## config.mk

```make
export PLATFORM = sky130hd
export DESIGN_NAME = dram_avalon_bridge
export DESIGN_NICKNAME = d
export VERILOG_FILES = /design/src/rtl/dram_bridge_pkg.sv /design/src/rtl/dram_avalon_bridge.sv
export SDC_FILE = /design/constraint.sdc
export NUM_CORES = 1
export LEC_CHECK = 0
export ABC_AREA = 1
export BUFFER_PORTS_ARGS = -buffer_cell sky130_fd_sc_hd__buf_2
export CAP_MARGIN = 20
export CELL_PAD_IN_SITES_DETAIL_PLACEMENT = 1
export CELL_PAD_IN_SITES_GLOBAL_PLACEMENT = 1
export CORE_MARGIN = 2
export CORE_UTILIZATION = 42
export CTS_BUF_LIST = sky130_fd_sc_hd__clkbuf_4
export CTS_CLUSTER_SIZE = 25
export DETAILED_ROUTE_END_ITERATION = 8
export GPL_TIMING_DRIVEN = 1
export PLACE_DENSITY = 0.81
export SLEW_MARGIN = 20
export SYNTH_ARGS = -nofsm -noshare
export SYNTH_HDL_FRONTEND = slang
export SYNTH_SLANG_ARGS = --single-unit
export TNS_END_PERCENT = 100
```

## constraint.sdc

```tcl
create_clock -name clk -period 2.4 [get_ports clk]
set_clock_uncertainty 0.2 [all_clocks]
set_input_delay 0.72 -clock clk [delete_from_list [all_inputs] [get_ports clk]]
set_output_delay 0.72 -clock clk [all_outputs]
set_load 0.05 [all_outputs]
```

## src/rtl/dram_bridge_pkg.sv

```systemverilog
// rtl/dram_bridge_pkg.sv - shared types and constants for the DRAM Avalon bridge
package dram_bridge_pkg;

    localparam int MEM_DATA_BITS = 32;
    localparam int READ_BEATS    = 2;

    typedef enum logic [2:0] {
        IDLE,
        RD_LO,
        RD_HI,
        RD_WAIT,
        WR_LO,
        WR_HI,
        ACK
    } state_t;

endpackage

```

## src/rtl/dram_avalon_bridge.sv

```systemverilog
// rtl/dram_avalon_bridge.sv - splits 32-bit mem requests into two 16-bit Avalon SDRAM accesses
module dram_avalon_bridge
    import dram_bridge_pkg::*;
#(
    parameter int AV_ADDR_BITS = 22,
    parameter int AV_DATA_BITS = 16
) (
    input  logic                     clk,
    input  logic                     reset_n,
    input  logic                     sync_reset,
    input  logic                     mem_cs,
    input  logic                     mem_read0_write1,
    input  logic [3:0]               mem_byteenable,
    input  logic [AV_ADDR_BITS-1:0]  mem_addr,
    input  logic [MEM_DATA_BITS-1:0] mem_write_data,
    output logic                     mem_ack,
    output logic [MEM_DATA_BITS-1:0] mem_read_data,
    output logic [AV_ADDR_BITS-1:0]  av_address,
    output logic [1:0]               av_byteenable_n,
    output logic                     av_chipselect,
    output logic                     av_read_n,
    output logic                     av_write_n,
    output logic [AV_DATA_BITS-1:0]  av_writedata,
    input  logic [AV_DATA_BITS-1:0]  av_readdata,
    input  logic                     av_readdatavalid,
    input  logic                     av_waitrequest
);

    state_t                    state_q, state_d;
    logic [1:0]                beat_q, beat_d;
    logic [MEM_DATA_BITS-1:0]  buf_q, buf_d;
    logic [AV_ADDR_BITS-1:0]   addr_q, addr_d;
    logic [3:0]                be_q, be_d;
    logic [MEM_DATA_BITS-1:0]  wdata_q, wdata_d;
    logic                      write_q, write_d;

    logic                      ack_d;
    logic [MEM_DATA_BITS-1:0]  rdata_d;
    logic                      cs_d, read_n_d, write_n_d;
    logic [1:0]                ben_d;
    logic [AV_ADDR_BITS-1:0]   address_d;
    logic [AV_DATA_BITS-1:0]   wrdata_d;
    logic                      retire;

    always_comb begin
        state_d = state_q;
        beat_d  = beat_q;
        buf_d   = buf_q;
        addr_d  = addr_q;
        be_d    = be_q;
        wdata_d = wdata_q;
        write_d = write_q;
        ack_d   = 1'b0;
        rdata_d = mem_read_data;
        retire  = !av_waitrequest;

        // Beats outside the read data phase are stray and must not move the counter.
        if (av_readdatavalid && (state_q == RD_HI || state_q == RD_WAIT)) begin
            if (beat_q == 2'd0) begin
                buf_d[AV_DATA_BITS-1:0] = av_readdata;
            end else begin
                buf_d[MEM_DATA_BITS-1:AV_DATA_BITS] = av_readdata;
            end
            beat_d = beat_q + 2'd1;
        end

        case (state_q)
            IDLE: begin
                if (mem_cs) begin
                    addr_d  = mem_addr;
                    be_d    = mem_byteenable;
                    wdata_d = mem_write_data;
                    write_d = mem_read0_write1;
                    beat_d  = 2'd0;
                    if (!mem_read0_write1)             state_d = RD_LO;
                    else if (mem_byteenable[1:0] != 0) state_d = WR_LO;
                    else if (mem_byteenable[3:2] != 0) state_d = WR_HI;
                    else                               state_d = ACK;
                end
            end
            RD_LO:   if (retire) state_d = RD_HI;
            RD_HI:   if (retire) state_d = (beat_d == 2'(READ_BEATS)) ? ACK : RD_WAIT;
            RD_WAIT: if (beat_d == 2'(READ_BEATS)) state_d = ACK;
            WR_LO:   if (retire) state_d = (be_q[3:2] != 0) ? WR_HI : ACK;
            WR_HI:   if (retire) state_d = ACK;
            ACK:     state_d = IDLE;
            default: state_d = IDLE;
        endcase

        if (state_d == ACK && state_q != ACK) begin
            ack_d  = 1'b1;
            beat_d = 2'd0;
            if (!write_d) rdata_d = buf_d;
        end

        // Avalon outputs are registered, so they are derived from the next state.
        cs_d      = 1'b0;
        read_n_d  = 1'b1;
        write_n_d = 1'b1;
        ben_d     = 2'b11;
        address_d = av_address;
        wrdata_d  = av_writedata;
        case (state_d)
            RD_LO: begin
                cs_d      = 1'b1;
                read_n_d  = 1'b0;
                ben_d     = 2'b00;
                address_d = addr_d;
            end
            RD_HI: begin
                cs_d      = 1'b1;
                read_n_d  = 1'b0;
                ben_d     = 2'b00;
                address_d = addr_d + AV_ADDR_BITS'(1);
            end
            WR_LO: begin
                cs_d      = 1'b1;
                write_n_d = 1'b0;
                ben_d     = ~be_d[1:0];
                address_d = addr_d;
                wrdata_d  = wdata_d[AV_DATA_BITS-1:0];
            end
            WR_HI: begin
                cs_d      = 1'b1;
                write_n_d = 1'b0;
                ben_d     = ~be_d[3:2];
                address_d = addr_d + AV_ADDR_BITS'(1);
                wrdata_d  = wdata_d[MEM_DATA_BITS-1:AV_DATA_BITS];
            end
            default: ;
        endcase
    end

    always_ff @(posedge clk or negedge reset_n) begin
        if (!reset_n) begin
            state_q         <= IDLE;
            beat_q          <= '0;
            buf_q           <= '0;
            addr_q          <= '0;
            be_q            <= '0;
            wdata_q         <= '0;
            write_q         <= 1'b0;
            mem_ack         <= 1'b0;
            mem_read_data   <= '0;
            av_chipselect   <= 1'b0;
            av_read_n       <= 1'b1;
            av_write_n      <= 1'b1;
            av_byteenable_n <= 2'b11;
            av_address      <= '0;
            av_writedata    <= '0;
        end else if (sync_reset) begin
            state_q         <= IDLE;
            beat_q          <= '0;
            buf_q           <= '0;
            addr_q          <= '0;
            be_q            <= '0;
            wdata_q         <= '0;
            write_q         <= 1'b0;
            mem_ack         <= 1'b0;
            mem_read_data   <= '0;
            av_chipselect   <= 1'b0;
            av_read_n       <= 1'b1;
            av_write_n      <= 1'b1;
            av_byteenable_n <= 2'b11;
            av_address      <= '0;
            av_writedata    <= '0;
        end else begin
            state_q         <= state_d;
            beat_q          <= beat_d;
            buf_q           <= buf_d;
            addr_q          <= addr_d;
            be_q            <= be_d;
            wdata_q         <= wdata_d;
            write_q         <= write_d;
            mem_ack         <= ack_d;
            mem_read_data   <= rdata_d;
            av_chipselect   <= cs_d;
            av_read_n       <= read_n_d;
            av_write_n      <= write_n_d;
            av_byteenable_n <= ben_d;
            av_address      <= address_d;
            av_writedata    <= wrdata_d;
        end
    end

endmodule

```

======== Word level (Yosys, flattened, before mapping) ========
Cells that the tools add are included.
Widths: inputs -> output; s select.
cells by class
  mux-type cells .......................... 51
  reduce and logical (&&, ||, !) cells .... 17
  $add $sub $neg .......................... 2
  magnitude comparators ................... 0
  equal/unequal tests ..................... 13
  div/mod/pow operators ................... 0
  bitwise operators ....................... 2
  shift-type cells ........................ 0
  multipliers ............................. 0
operator list
  operator               count
  $mux 32                8
  $mux 22                4
  $mux 16                3
  $pmux 22 s2            1
  $pmux 16 s2            1
  $mux 3                 9
  $add 22x1->22 const B  1
  $mux 2                 9
  $pmux 3 s6             1
  $eq 3x3->1 const B     5
  $mux 4                 3
  $mux 1                 11
  $eq 3x2->1 const B     3
  $reduce_bool 2->1      4
  $reduce_or 2->1        4
  $eq 3x1->1 const B     2
  $pmux 2 s3             1
  $reduce_bool 3->1      2
  $not 2->2              2
  $reduce_or 4->1        1
  $logic_not 3->1        1
  $ne 3x3->1 const B     1
  $add 2x1->2 const B    1
  $eq 2x2->1 const B     1
  5 further kinds        6
word-level totals
  memory bits (writable) .................. 0
  memories kept ........................... 0
  bits in latches ......................... 0
  flip-flop bits (word level) ............. 172
  bits of input ports ..................... 81
  memory bits (read-only) ................. 0

======== Depth between registers and ports, before layout ========
  word-level depth ........................ 12
  gate-level depth with buffers ........... 17
  mapped depth without buffers ............ 16

======== Least setup slack after synthesis ========
OpenSTA, ideal clock, no wires.
  kind .................................... input to register
  start point ............................. in mem_cs
  end point ............................... reg av_address[18]
  arrival time ............................ 2,145 ps
  setup slack ............................. -62 ps
  library setup time ...................... 118 ps
  stages on the path ...................... 17
  required time ........................... 2,082 ps
  path through ............................ inv_1 -> nor2_4 -> nand2_4 -> buf_6 -> nand2_1 -> nand2_2 -> inv_2 -> ha_1 -> nand2_2 -> nor2_4 -> nand3_2 -> nor2_1 -> nand2_1 -> nand2_1 -> nand2_1 -> nand2_1 -> nand2_1
between the ends
  cells in the longest elaborated chain, start to end .. 6
  elaborated cells between the ends (all ways) .. 14
  classes of those cells .................. 1 x add/sub; 4 x eq/ne; 6 x mux; 3 x reduce/logical
ends and longest elaborated chain
  what                                                                   RTL line                   RTL
  start, declared                                                        dram_avalon_bridge.sv:11   input logic mem_cs,
  parallel branches: the longest is 6 deep, another holds $add 22x1->22  n/a
  end signal, assigned                                                   dram_avalon_bridge.sv:181  av_address <= address_d;
  end, declared                                                          dram_avalon_bridge.sv:18   output logic [AV_ADDR_BITS-1:0] av_address,
Parallel ways; which one is timed is not known.
A chain may end at the register's enable or synchronous reset.

======== Final worst setup path ========
  start point ............................. reg state_q[0]
  end point ............................... reg av_address[19]
between the ends
  cells in the longest elaborated chain, start to end .. 12
  elaborated cells between the ends (all ways) .. 29
  classes of those cells .................. 1 x add/sub; 10 x eq/ne; 12 x mux; 6 x reduce/logical
ends and longest elaborated chain
  what                                      RTL line                                            RTL
  start, declared                           dram_avalon_bridge.sv:29                            state_t state_q, state_d;
  start signal, assigned                    dram_avalon_bridge.sv:168                           state_q <= state_d;
  $eq 3x2->1                                dram_avalon_bridge.sv:58, dram_avalon_bridge.sv:67
  $logic_or 1x1->1                          dram_avalon_bridge.sv:58                            if (av_readdatavalid && (state_q == RD_HI || state_q == RD_WAIT)) begin
  $logic_and 1x1->1                         dram_avalon_bridge.sv:58
  $mux 2                                    dram_avalon_bridge.sv:58
  $eq 2x2->1                                dram_avalon_bridge.sv:82, dram_avalon_bridge.sv:83
  $mux 3 (2 in series)                      dram_avalon_bridge.sv:82                            RD_HI: if (retire) state_d = (beat_d == 2'(READ_BEATS)) ? ACK : RD_WAIT;
  $pmux 3 s6                                dram_avalon_bridge.sv:67                            case (state_q)
  $eq 3x3->1, or another cell as far along  dram_avalon_bridge.sv:103                           case (state_d)
  $reduce_or 2->1 (no line)                 n/a
  $pmux 22 s2                               dram_avalon_bridge.sv:103
  $mux 22                                   dram_avalon_bridge.sv:151                           end else if (sync_reset) begin
Several ways; a longest one is shown, not always the timed one.

==> impl_metrics.json <==
{
  "min_period_over_period": 1.06,
  "hold_slack_ps": 181,
  "p_per_area_mw_per_mm2": 754,
  "wl_per_cell_um": 20.5,
  "hold_violations": 0,
  "synth-seq-cells": 172,
  "critical_path_class": "reg -> reg",
  "synth_top_area_share": 0.522,
  "overflow": 0,
  "yosys-top-cells-count": "nand2_1 (277), dfrtp_1 (168), nor2_1 (120)",
  "fin_nets": 1328,
  "dpl.hpwl_um": 17600,
  "grt_max_degree": 56,
  "io_buffers": 156,
  "fp.coreArea_mm2": 0.0188,
  "vias_per_cell": 5.44,
  "clk_latency_ps": 600,
  "syn_nets": 1052,
  "cts_root_buffer": "clkbuf_4",
  "synth_enable_flop_cells": 0,
  "drv_slew": 0,
  "required_ps": 2740,
  "critical_path.max_stage_delay_ps": 490,
  "synth_warnings": 0,
  "grt_pass1_vias": 8076,
  "worst_setup_path_start_kind": "flip-flop",
  "fin_util": 0.588,
  "cap_violations": 0,
  "synth.most_common_cell": "nand2_1",
  "ys_types": 33,
  "drive_gt1_frac": 0.349,
  "async_reset_ff_frac": 1.00,
  "clock_sinks": 172,
  "syn_area_mm2": 0.00805,
  "leakage_nw": 6.01,
  "fin_cells": 1495,
  "h-tree-depth": 4,
  "cp_num_buf_inv": 2,
  "row_count": 50,
  "die_w_um": 142,
  "ys.flop_type": "dfrtp_1",
  "drc": 0,
  "chipHeight_um": 142,
  "dieArea_mm2": 0.0203,
  "nFillCells": 2284,
  "syn2layout_area_growth_pct": 37.0,
  "ir_drop_mv": 0.356,
  "cpMostUsedCell": "nand2_1",
  "gp_congestion": 0.832,
  "min_path_type": "in -> reg",
  "synth_seq_area_share": 0.535,
  "synth.avg_cell_area_um2": 8.31,
  "start_util": 0.429,
  "io_pins": 157,
  "maxClockFrequency_mhz": 394,
  "cts_tree": "done",
  "drtAntennaViolNets": 0,
  "clkTransAtPathRegs_ps": 180,
  "outcome": "complete, but fails checks",
  "yosys.area.top_type": "dfrtp_1",
  "cp_top_family": "simple AND/OR/NAND/NOR gates",
  "grt_pass1_wl_um": 40700,
  "synth_area_leaders": "dfrtp_1 (52%), nand2_1 (13%), nor2_1 (5.6%)",
  "drtIter0Drc": 495,
  "synthCells": 969,
  "cts_buffer_depth": 2,
  "crit_path_max_fanout": 8,
  "r2r_slack_ps": -140,
  "vias": 8135,
  "dr.pass1.iters": 5,
  "end_kind": "flip-flop",
  "tightest_slew_ps": 575,
  "setup_slack_ps": -139,
  "period_minus_slack_ps": 2540,
  "slew-limit-headroom": 0.616,
  "critPathSlowestCell": "dfrtp_2",
  "post-place-cells": 1428,
  "grt_util_all_layers": 0.255,
  "crit_arrival_ps": 2880,
  "antenna_found_initial": 3,
  "setup_viol": 17,
  "finalWirelength_um": 30600,
  "numCtsBuffers": 17,
  "violations": "setup timing",
  "worstPathCellList": "nor2_8, buf_6, nand2_8, buf_8, nand2_1, nand2_2, nor2_2, nand2_1, nor2_1, nand2_1, nor2_4, nand3_1, nand2_1, nand3_1, nand2_1"
}
worst paths after layout:
path | start | depth (start not counted) | endpoint
worst max-delay path | state_q[0] | 15 | av_address[19]
worst min-delay path | av_readdata[0] | 3 | buf_q[16]
worst max register to register | state_q[0] | 15 | av_address[19]
worst min register to register | av_address[11] | 2 | av_address[11]
max in group asynchronous | reset_n | 3 | av_address[17]
min in group asynchronous | reset_n | 2 | buf_q[10]
logic make-up (layout without fill, tap and decap cells):
kind of cell	Yosys count	in the layout	share of synthesized area
muxes	32	32	0.0398
adders and majority gates	2	2	0.00311
AOI/OAI and AO/OA	116	116	0.0735
other	0	3	0
buffers and inverters	118	406	0.0629
and+or+nand+nor	529	530	0.286
DFF	172	172	0.535
per-layer routing:
layer / vias up / global-route usage / part of all wire
li1: 3652 / - / -
met1: 4102 / 0.323 / 0.41
met2: 296 / 0.444 / 0.51
met3: 85 / 0.0461 / 0.051
met4: 0 / 0.0813 / 0.033
met5: - / 0 / 0
stage by stage:
step | setup WS, ps | power, mW | setup TNS (ps) | cell area [um2]
floorplan | 14.0 | 4.86 | 0 | 8080
global placement | -300 | 5.82 | -12280 | 9920
detailed placement | -387 | 5.92 | -15610 | 9920
CTS | 20.4 | 7.71 | 0 | 10300
global route | -226 | 8.65 | -3360 | 11000
finish | -139 | 8.32 | -728 | 11000
tightest hold or removal path, delay by kind of cell:
| family | cells | cell delay [ps] |
|---|---|---|
| buffers and inverters | 1 | 100 |
| AND/OR/NAND/NOR | 2 | 150 |
flip-flops by register name (all words and copies together) (netlist names), 3 cells and up:
register	flops
addr_q	22
av_address	22
av_writedata	16
be_q	4
buf_q	32
mem_read_data	32
state_q	3
wdata_q	32
power breakdown:
group          switching, mW  internal, mW  leakage [nW]
combinational           2.03          1.17          3.52
clock                   1.23         0.573         0.159
sequential             0.145          3.17          2.33
layout by cell type, fill, tap and decap left out, types with 5 or more instances in the layout:
cell	count
inv_1	53
mux2i_1	32
buf_4	113
nand2_1	260
nand2_4	8
nor2_4	16
inv_6	6
nand2_2	20
nand4_1	13
a21oi_1	21
dfrtp_1	165
buf_2	155
o21ai_1	17
nand3_2	6
nand3b_1	8
nor2_2	8
nand3_1	67
buf_12	16
o21ai_0	69
buf_6	12
clkbuf_16	7
inv_2	10
nand3_4	5
clkbuf_4	17
nor2_1	109
cell type report:
| type | instances | area, um2 | share of cell area |
|---|---|---|---|
| Multi-Input combinational cell | 680 | 3570 | 0.323 |
| Sequential cell | 172 | 4310 | 0.391 |
| Timing Repair Buffer | 305 | 2280 | 0.207 |
| Tap cell | 234 | 293 | 0.0265 |
| Antenna cell | 3 | 7.51 | 0.000680 |
| Clock inverter | 15 | 174 | 0.0158 |
| Inverter | 69 | 274 | 0.0248 |
| Clock buffer | 17 | 128 | 0.0116 |
timing repair:
action / in CTS / in global routing
hold buffers: 1 / 0
hold endpoints to repair: 34 / 0
gates cloned: 0 / 9
gates resized for setup: 2 / 101
buffers inserted: 1 / 21
pin swaps: 1 / 31
setup endpoints to repair: 8 / 56
Note: power is estimated with default switching activity, not from simulation.
